File: config.mk
export PLATFORM = sky130hd
export DESIGN_NAME = ama_riscv_reg_file_sb_flat
export DESIGN_NICKNAME = d
export VERILOG_FILES = /design/src/rtl/ama_riscv_reg_file_sb_pkg.sv /design/src/rtl/ama_riscv_reg_file_sb_if.sv /design/src/rtl/ama_riscv_rf_scoreboard.sv /design/src/rtl/ama_riscv_reg_file_sb.sv /design/src/flat_wrapper.sv
export SDC_FILE = /design/constraint.sdc
export NUM_CORES = 2
export LEC_CHECK = 0
export CORE_MARGIN = 5
export CORE_UTILIZATION = 50
export CTS_CLUSTER_DIAMETER = 100
export DETAILED_ROUTE_END_ITERATION = 10
export PLACE_DENSITY = 0.72
export SLEW_MARGIN = 20
export SYNTH_ARGS = -nofsm -noshare
export SYNTH_HDL_FRONTEND = slang
export SYNTH_SLANG_ARGS = --single-unit
export TNS_END_PERCENT = 100
File: constraint.sdc
create_clock -name clk -period 14 [get_ports clk]
set_input_delay 2.8 -clock clk [delete_from_list [all_inputs] [get_ports clk]]
set_output_delay 2.8 -clock clk [all_outputs]
set_load 0.05 [all_outputs]
File: src/rtl/ama_riscv_reg_file_sb_pkg.sv
// rtl/ama_riscv_reg_file_sb_pkg.sv - shared constants and types for the register file slice
//
// Purpose: default geometry, the x0 index and the address/data types that the
//          register file, its scoreboard and the bench agree on.
// Ports:   none (package).
package ama_riscv_rf_pkg;

    localparam int RF_X0_ZERO       = 0;
    localparam int DEFAULT_DATA_W   = 32;
    localparam int DEFAULT_NUM_REGS = 32;
    localparam int DEFAULT_ADDR_W   = $clog2(DEFAULT_NUM_REGS);

    typedef logic [DEFAULT_ADDR_W-1:0] rf_addr_t;
    typedef logic [DEFAULT_DATA_W-1:0] rf_data_t;

endpackage

File: src/rtl/ama_riscv_reg_file_sb_if.sv
// rtl/ama_riscv_reg_file_sb_if.sv - read/write/issue bundle between pipeline and register file
//
// Purpose: groups the read ports, the writeback port, the issue (mark pending)
//          port and the scoreboard status into one interface.
// Ports:   slave  - register file side: takes addresses, writeback, issue;
//                   returns rd_data, rd_pend, pend_vec, pend_any.
//          master - pipeline side, the mirror image.
interface ama_riscv_reg_file_sb_if #(
    parameter int DATA_W   = 32,
    parameter int NUM_REGS = 32,
    parameter int NUM_RD   = 2
);
    localparam int ADDR_W = $clog2(NUM_REGS);

    logic [NUM_RD-1:0][ADDR_W-1:0] rd_addr;
    logic [NUM_RD-1:0][DATA_W-1:0] rd_data;
    logic [NUM_RD-1:0]             rd_pend;
    logic                          we;
    logic [ADDR_W-1:0]             addr_d;
    logic [DATA_W-1:0]             data_d;
    logic                          iss_en;
    logic [ADDR_W-1:0]             iss_addr;
    logic [NUM_REGS-1:0]           pend_vec;
    logic                          pend_any;

    modport slave (
        input  rd_addr, we, addr_d, data_d, iss_en, iss_addr,
        output rd_data, rd_pend, pend_vec, pend_any
    );

    modport master (
        output rd_addr, we, addr_d, data_d, iss_en, iss_addr,
        input  rd_data, rd_pend, pend_vec, pend_any
    );
endinterface

File: src/rtl/ama_riscv_rf_scoreboard.sv
// rtl/ama_riscv_rf_scoreboard.sv - pending-write scoreboard, one bit per architectural register
//
// Purpose: issue marks a destination pending, writeback clears it. When both
//          hit the same register in one cycle the issue wins, since it belongs
//          to a younger instruction than the retiring write. Bit 0 is never set.
// Ports:   clk, rst_n (sync, active-low), iss_en/iss_addr (mark pending),
//          we/addr_d (writeback clears), pend_vec (state out).
module ama_riscv_rf_scoreboard
    import ama_riscv_rf_pkg::*;
#(
    parameter int NUM_REGS = DEFAULT_NUM_REGS,
    parameter int ADDR_W   = $clog2(NUM_REGS)
) (
    input  logic                clk,
    input  logic                rst_n,
    input  logic                iss_en,
    input  logic [ADDR_W-1:0]   iss_addr,
    input  logic                we,
    input  logic [ADDR_W-1:0]   addr_d,
    output logic [NUM_REGS-1:0] pend_vec
);

    logic [NUM_REGS-1:0] pend_nxt;

    always_comb begin
        pend_nxt = pend_vec;
        for (int r = 0; r < NUM_REGS; r++) begin
            if (iss_en && iss_addr == ADDR_W'(r)) begin
                pend_nxt[r] = 1'b1;
            end else if (we && addr_d == ADDR_W'(r)) begin
                pend_nxt[r] = 1'b0;
            end
        end
        // x0 has no writer to wait for
        pend_nxt[RF_X0_ZERO] = 1'b0;
    end

    always_ff @(posedge clk) begin
        if (!rst_n) begin
            pend_vec <= '0;
        end else begin
            pend_vec <= pend_nxt;
        end
    end

endmodule

File: src/rtl/ama_riscv_reg_file_sb.sv
// rtl/ama_riscv_reg_file_sb.sv - integer register file with N async read ports and pending-write scoreboard
//
// Purpose: architectural register array (x0 hardwired zero), one synchronous
//          write port, NUM_RD combinational read ports with per-port hazard
//          flags, and the scoreboard used by issue/writeback.
// Config:  RF_WR_BYPASS_EN - when defined, a writeback in the current cycle is
//          forwarded to matching read ports and their rd_pend is forced low.
//          Undefined, reads see the stored value and the scoreboard only.
// Ports:   clk, rst_n (sync, active-low), bus (slave modport): rd_addr,
//          rd_data, rd_pend, we, addr_d, data_d, iss_en, iss_addr, pend_vec,
//          pend_any.
module ama_riscv_reg_file_sb
    import ama_riscv_rf_pkg::*;
#(
    parameter int DATA_W   = DEFAULT_DATA_W,
    parameter int NUM_REGS = DEFAULT_NUM_REGS,
    parameter int NUM_RD   = 2
) (
    input  logic                   clk,
    input  logic                   rst_n,
    ama_riscv_reg_file_sb_if.slave bus
);

    localparam int ADDR_W = $clog2(NUM_REGS);
    localparam logic [ADDR_W-1:0] X0 = ADDR_W'(RF_X0_ZERO);

    logic [DATA_W-1:0]             rf [NUM_REGS];
    logic [NUM_REGS-1:0]           pend_vec;
    logic [NUM_RD-1:0][DATA_W-1:0] rd_data;
    logic [NUM_RD-1:0]             rd_pend;

    always_ff @(posedge clk) begin
        if (!rst_n) begin
            for (int r = 0; r < NUM_REGS; r++) begin
                rf[r] <= '0;
            end
        end else if (bus.we && bus.addr_d != X0) begin
            rf[bus.addr_d] <= bus.data_d;
        end
    end

    ama_riscv_rf_scoreboard #(
        .NUM_REGS (NUM_REGS),
        .ADDR_W   (ADDR_W)
    ) u_scoreboard (
        .clk      (clk),
        .rst_n    (rst_n),
        .iss_en   (bus.iss_en),
        .iss_addr (bus.iss_addr),
        .we       (bus.we),
        .addr_d   (bus.addr_d),
        .pend_vec (pend_vec)
    );

    always_comb begin
        rd_data = '0;
        rd_pend = '0;
        for (int i = 0; i < NUM_RD; i++) begin
            if (bus.rd_addr[i] != X0) begin
                rd_data[i] = rf[bus.rd_addr[i]];
                rd_pend[i] = pend_vec[bus.rd_addr[i]];
`ifdef RF_WR_BYPASS_EN
                // The forwarded value is the result the reader was waiting on,
                // so the hazard is resolved this cycle even if a same-cycle
                // issue re-marks the register (that shows from next cycle).
                if (bus.we && bus.addr_d == bus.rd_addr[i]) begin
                    rd_data[i] = bus.data_d;
                    rd_pend[i] = 1'b0;
                end
`endif
            end
        end
    end

    assign bus.rd_data  = rd_data;
    assign bus.rd_pend  = rd_pend;
    assign bus.pend_vec = pend_vec;
    assign bus.pend_any = |pend_vec;

endmodule

File: src/flat_wrapper.sv
// flat-port wrapper written by rule: the top's interface ports become plain ports
module ama_riscv_reg_file_sb_flat import ama_riscv_rf_pkg::*;
#(
    parameter int DATA_W   = DEFAULT_DATA_W,
    parameter int NUM_REGS = DEFAULT_NUM_REGS,
    parameter int NUM_RD   = 2
)
  (clk, rst_n, bus_rd_addr, bus_we, bus_addr_d, bus_data_d, bus_iss_en, bus_iss_addr, bus_rd_data, bus_rd_pend, bus_pend_vec, bus_pend_any);
  ama_riscv_reg_file_sb_if #(.DATA_W(DATA_W), .NUM_REGS(NUM_REGS), .NUM_RD(NUM_RD)) bus_i ();
  input  logic clk;
  input  logic rst_n;
  input wire logic [$bits(bus_i.rd_addr)-1:0] bus_rd_addr;
  input wire logic [$bits(bus_i.we)-1:0] bus_we;
  input wire logic [$bits(bus_i.addr_d)-1:0] bus_addr_d;
  input wire logic [$bits(bus_i.data_d)-1:0] bus_data_d;
  input wire logic [$bits(bus_i.iss_en)-1:0] bus_iss_en;
  input wire logic [$bits(bus_i.iss_addr)-1:0] bus_iss_addr;
  output wire logic [$bits(bus_i.rd_data)-1:0] bus_rd_data;
  output wire logic [$bits(bus_i.rd_pend)-1:0] bus_rd_pend;
  output wire logic [$bits(bus_i.pend_vec)-1:0] bus_pend_vec;
  output wire logic [$bits(bus_i.pend_any)-1:0] bus_pend_any;
  assign bus_i.rd_addr = bus_rd_addr;
  assign bus_i.we = bus_we;
  assign bus_i.addr_d = bus_addr_d;
  assign bus_i.data_d = bus_data_d;
  assign bus_i.iss_en = bus_iss_en;
  assign bus_i.iss_addr = bus_iss_addr;
  assign bus_rd_data = bus_i.rd_data;
  assign bus_rd_pend = bus_i.rd_pend;
  assign bus_pend_vec = bus_i.pend_vec;
  assign bus_pend_any = bus_i.pend_any;
  ama_riscv_reg_file_sb #(.DATA_W(DATA_W), .NUM_REGS(NUM_REGS), .NUM_RD(NUM_RD)) u_core (.clk(clk), .rst_n(rst_n), .bus(bus_i));
endmodule
After elaboration in Yosys (flattened, before gate mapping)
Memories as Yosys holds them, arrays and structs flattened.
Index checks and enable logic that the tools add are counted.

word-level totals
  register bits after elaboration = 32
  RAM bits = 1024
  input bits = 56
  output and inout bits = 99
  word-level logic and storage cells = 273
  memories kept = 1

cells by class
  $lt $le $gt $ge = 2
  equal/unequal tests = 62
  multiplexer cells = 77
  reduce and logical (&&, ||, !) cells = 99

memories
  name       depth  bits a word  rd ports  clocked after memory_dff  wr ports  RTL line                     text
  u_core.rf  32     32           2         0                         32        ama_riscv_reg_file_sb.sv:27  logic [DATA_W-1:0] rf [NUM_REGS];

operators with widths
  operator              count
  $eq A5 B5 Y1 const B  32
  $mux W32              3
  $eq A5 B4 Y1 const B  16
  $mux W1               71
  $reduce_or A32 Y1     2
  $logic_and A1 B1 Y1   63
  $reduce_bool A2 Y1    31
  $eq A5 B3 Y1 const B  8
  $eq A5 B2 Y1 const B  4
  $reduce_bool A5 Y1    3
  $lt A5 B6 Y1 const B  2
  $bmux W1 S5           2
  $eq A5 B1 Y1 const B  2
  $mux W5               1

Longest topological paths before layout
  depth after elaboration = 7
  depth in mapped cells = 9

Modules after synthesis
From an unflattened synthesis, not the netlist that was laid out.

unflattened totals
  cell total of the unflattened synthesis = 3872
  area total of the unflattened synthesis = 56454.1 um2

by module, submodules not included
  module                   instances  cells each  area each (um2)  sequential area each (um2)
  ama_riscv_reg_file_sb    1          3725        55065.3          30749.5
  ama_riscv_rf_scoreboard  1          147         1388.8           620.6

Least setup slack after synthesis
No wires, ideal clock.

  kind = input port to output port
  start point = input port bus_rd_addr[1]
  end point = output port bus_rd_data[28]
  arrival time = 5251 ps
  path slack = 5949 ps
  stages = 8
  path buffers = 4
  cell sequence = buf_2 > buf_2 > nor2b_1 > clkbuf_1 > clkbuf_1 > a221oi_1 > o21ai_0 > a311oi_1

between the ends
  word-level cells in the longest chain between the ends = 2
  elaborated cells on any way between the ends = 3

RTL lines
  item                                                          RTL line                     text
  start, declared                                               flat_wrapper.sv:12           input wire logic [$bits(bus_i.rd_addr)-1:0] bus_rd_addr;
  $mem_v2 Z32 W32 / $reduce_bool A5 Y1 (equally long branches)  n/a
  $mux W32 *                                                    ama_riscv_reg_file_sb.sv:59  if (bus.rd_addr[i] != X0) begin
  end, declared                                                 flat_wrapper.sv:18           output wire logic [$bits(bus_i.rd_data)-1:0] bus_rd_data;

Mark *: on every way between the ends. The rest lies on a longest branch, timed or not.

Worst setup path after layout
  start point = input port bus_rd_addr[3]
  end point = output port bus_rd_data[14]

Same word-level chain as after synthesis.

==> results_dict.tcl <==
set metrics [dict create \
    synthMuxAreaShare 0.227 \
    cp_max_fo 39 \
    layout_commonest_cell "edfxtp_1" \
    grt_pass1_wl_um 269000 \
    cts_sinks 1055 \
    synth_enable_flop_cells 1024 \
    start_kind "input port" \
    drc 0 \
    cellPowerDensity_nw_per_um2 123 \
    cp-end-kind "primary output" \
    ant_nets 0 \
    dieArea_um2 119000 \
    vias 37000 \
    cts_resized 0 \
    syn_area_um2 56100 \
    grt.overflow.total 0 \
    fmax_ghz 0.0997 \
    worstMarginPinSlew_ns 1.34 \
    status "completed" \
    drt-pass1-iter-count 6 \
    routed_via_density 6.89 \
    syn_inst 3777 \
    gp_congestion 0.961 \
    layout.nets 3832 \
    finalSetupViolations 0 \
    slew_headroom 0.100 \
    grt_start_max_net_pins 135 \
    wl_um 190000 \
    grt_pass1_vias 36900 \
    finalWorstSetupSlack_ns 3.97 \
    endpoint "bus_rd_data[14]" \
    postPlaceCellArea_um2 59200 \
    core_area_um2 112000 \
    rows 123 \
    clock_latency_ns 0.70 \
    ys_async_sr_fraction 0 \
    die_w_um 345 \
    synth_seq_area_share 0.559 \
    post_cts_buffers 0 \
    cts-hold-fix-buffers 0 \
    crit_type "in -> out" \
    postSynthAreaPerCell_um2 14.9 \
    antenna_found_initial 10 \
    r2r_start "u_core.u_scoreboard.pend_vec[1]$_SDFFE_PN0P_" \
    cts.clk_slew.worst_paths_ns 0.06 \
    synth_ff_type "edfxtp_1" \
    synth_top_family_by_area "multiplexers" \
    startpoint "bus_rd_addr[3]" \
    area_delta_synth_final_pct 11.6 \
    rsz0062_at_grt "false" \
    r2r-end "u_core.u_scoreboard.pend_vec[1]$_SDFFE_PN0P_" \
    num_io_pins 155 \
    clock_path_buffers 3 \
    port_buffers 153 \
    final_area_um2 62600 \
    yosys.area_share.simple 0.127 \
    period_share 0.716 \
    synth_compound_area_frac 0.0535 \
    pre_cts_ws_ns 4.27 \
    slew_violations 0 \
    tritoncts "yes" \
    die_h_um 345 \
    root_buffer "clkbuf_16" \
    hold_path.class "reg -> reg" \
    period_needed_ns 10.03 \
    ir_worst_vdd_v 0.000117 \
    ys_ff_latch 1055 \
    htreeDepth 3 \
    synth-adder-area-share 0 \
    dpl.hpwl_um 108000 \
    routedWlPerCell_um 35.3 \
    drive_gt1_frac 0.223 \
    fin_skew_ns 0 \
    track_usage 0.311 \
    cp.arrival_ns 7.23 \
    required_ns 11.20 \
    yosys.cell_types.count 42 \
    finalHoldViolations 0 \
    layout_common_cells "1,024 x edfxtp_1, 993 x and2_1, 460 x mux4_2" \
    reg2reg_depth 2 \
    synthXorXnorAreaFrac 0 \
    nFillCells 8817 \
    maxCapViolCount 0 \
    drtIter0Drc 5760 \
    cts_buffers 111 \
    finalSetupTns_ns 0 \
    initial_utilization 0.501 \
    ff2ff_setup_slack_ns 12.96 \
    yosys_warnings 0 \
    leakage_uw 0.0213 \
]
cells by family (layout without fill, tap and decap cells):
family / Yosys count / in the layout
other: 1 / 41
buffers and inverters: 430 / 490
and+or+nand+nor: 1167 / 1167
DFF: 1055 / 1055
muxes: 694 / 694
AOI/OAI and AO/OA: 430 / 430
routing by layer:
metal | vias up | global-route usage | routed length, µm
met5 | - | 0 | 24
met4 | 4 | 0.154 | 11500
met3 | 577 | 0.0939 | 27100
met2 | 3178 | 0.475 | 85100
met1 | 18700 | 0.409 | 66000
li1 | 14600 | - | -
cells in the mapped netlist (all sizes together), types with 2 or more instances:
| library cell | instances | area (µm²) |
|---|---|---|
| nor3 | 2 | 10.0 |
| mux4 | 460 | 10400 |
| or3 | 4 | 25.0 |
| or4 | 3 | 22.5 |
| nand3 | 11 | 55.1 |
| a311oi | 33 | 289 |
| nor2b | 43 | 269 |
| or2 | 2 | 12.5 |
| a221o | 34 | 340 |
| mux2i | 200 | 2000 |
| and2 | 994 | 6220 |
| buf | 104 | 651 |
| clkbuf | 306 | 1170 |
| edfxtp | 1024 | 30700 |
| a31oi | 33 | 206 |
| o21ai | 134 | 671 |
| inv | 20 | 75.1 |
| o22ai | 16 | 100 |
| nor4 | 7 | 43.8 |
| nand2b | 7 | 43.8 |
| dfxtp | 31 | 621 |
| a221oi | 55 | 482 |
| nand4 | 2 | 12.5 |
| nand2 | 46 | 173 |
| a21oi | 16 | 80.1 |
| o2111ai | 11 | 96.3 |
| mux2 | 34 | 383 |
| a211oi | 32 | 240 |
| nor2 | 43 | 196 |
| a22oi | 66 | 495 |
critical path: stages:
cell and delay [ns]:
buf_2 0.08, buf_4 0.62, or2_2 0.23, buf_4 0.47
or4_1 0.65, buf_4 0.36, o21ai_0 0.12, a311oi_1 0.90
clkdlybuf4s50_1 0.98
power by group:
| part | total, µW | switching [µW] | leakage [µW] | internal [µW] |
|---|---|---|---|---|
| registers | 3730 | 93.7 | 0.0100 | 3640 |
| logic | 1070 | 673 | 0.00954 | 398 |
| clock network | 2890 | 1260 | 0.00171 | 1640 |
metrics by stage:
step                      std cells   util  total power [µW]  hold WS, ns
after floorplan                3809      -              4420        0.711
after global placement         5161  0.528              4820        0.524
after detailed placement       5163  0.528              4840        0.528
after CTS                      5369  0.559              7680        0.539
after global routing           5370  0.559              7880        0.558
final                          5377  0.559              7700        0.539
flip-flops by register name, indices dropped and copies added, names as in the netlist:
| register | flops |
|---|---|
| u_core.rf | 1024 |
| u_core.u_scoreboard.pend_vec | 31 |
worst min path at each step:
| stage | slack (ns) | cells after the start | start | endpoint |
|---|---|---|---|---|
| 6_report | 0.54 | 2 | u_core.u_scoreboard.pend_vec[28]$_SDFFE_PN0P_ | u_core.u_scoreboard.pend_vec[28]$_SDFFE_PN0P_ |
| 3_5_place_dp | 0.53 | 2 | u_core.u_scoreboard.pend_vec[11]$_SDFFE_PN0P_ | u_core.u_scoreboard.pend_vec[11]$_SDFFE_PN0P_ |
| 4_1_cts | 0.54 | 2 | u_core.u_scoreboard.pend_vec[27]$_SDFFE_PN0P_ | u_core.u_scoreboard.pend_vec[27]$_SDFFE_PN0P_ |
| 3_3_place_gp | 0.52 | 2 | u_core.u_scoreboard.pend_vec[30]$_SDFFE_PN0P_ | u_core.u_scoreboard.pend_vec[30]$_SDFFE_PN0P_ |
| 2_1_floorplan | 0.71 | 2 | u_core.u_scoreboard.pend_vec[30]$_SDFFE_PN0P_ | u_core.u_scoreboard.pend_vec[30]$_SDFFE_PN0P_ |
| 5_1_grt | 0.56 | 2 | u_core.u_scoreboard.pend_vec[29]$_SDFFE_PN0P_ | u_core.u_scoreboard.pend_vec[29]$_SDFFE_PN0P_ |
area by class of cell:
cell class / count / area [µm²] / area share
inverters: 20 / 78.8 / 0.00126
clock buffers: 139 / 2930 / 0.0467
diodes: 8 / 20.0 / 0.000320
repair buffers: 264 / 2360 / 0.0377
well taps: 1500 / 1880 / 0.0300
flip-flops and latches: 1055 / 31400 / 0.501
clock inverters: 67 / 552 / 0.00881
multi-input cells: 2324 / 23400 / 0.374
Note: power is estimated with default switching activity, not from simulation.
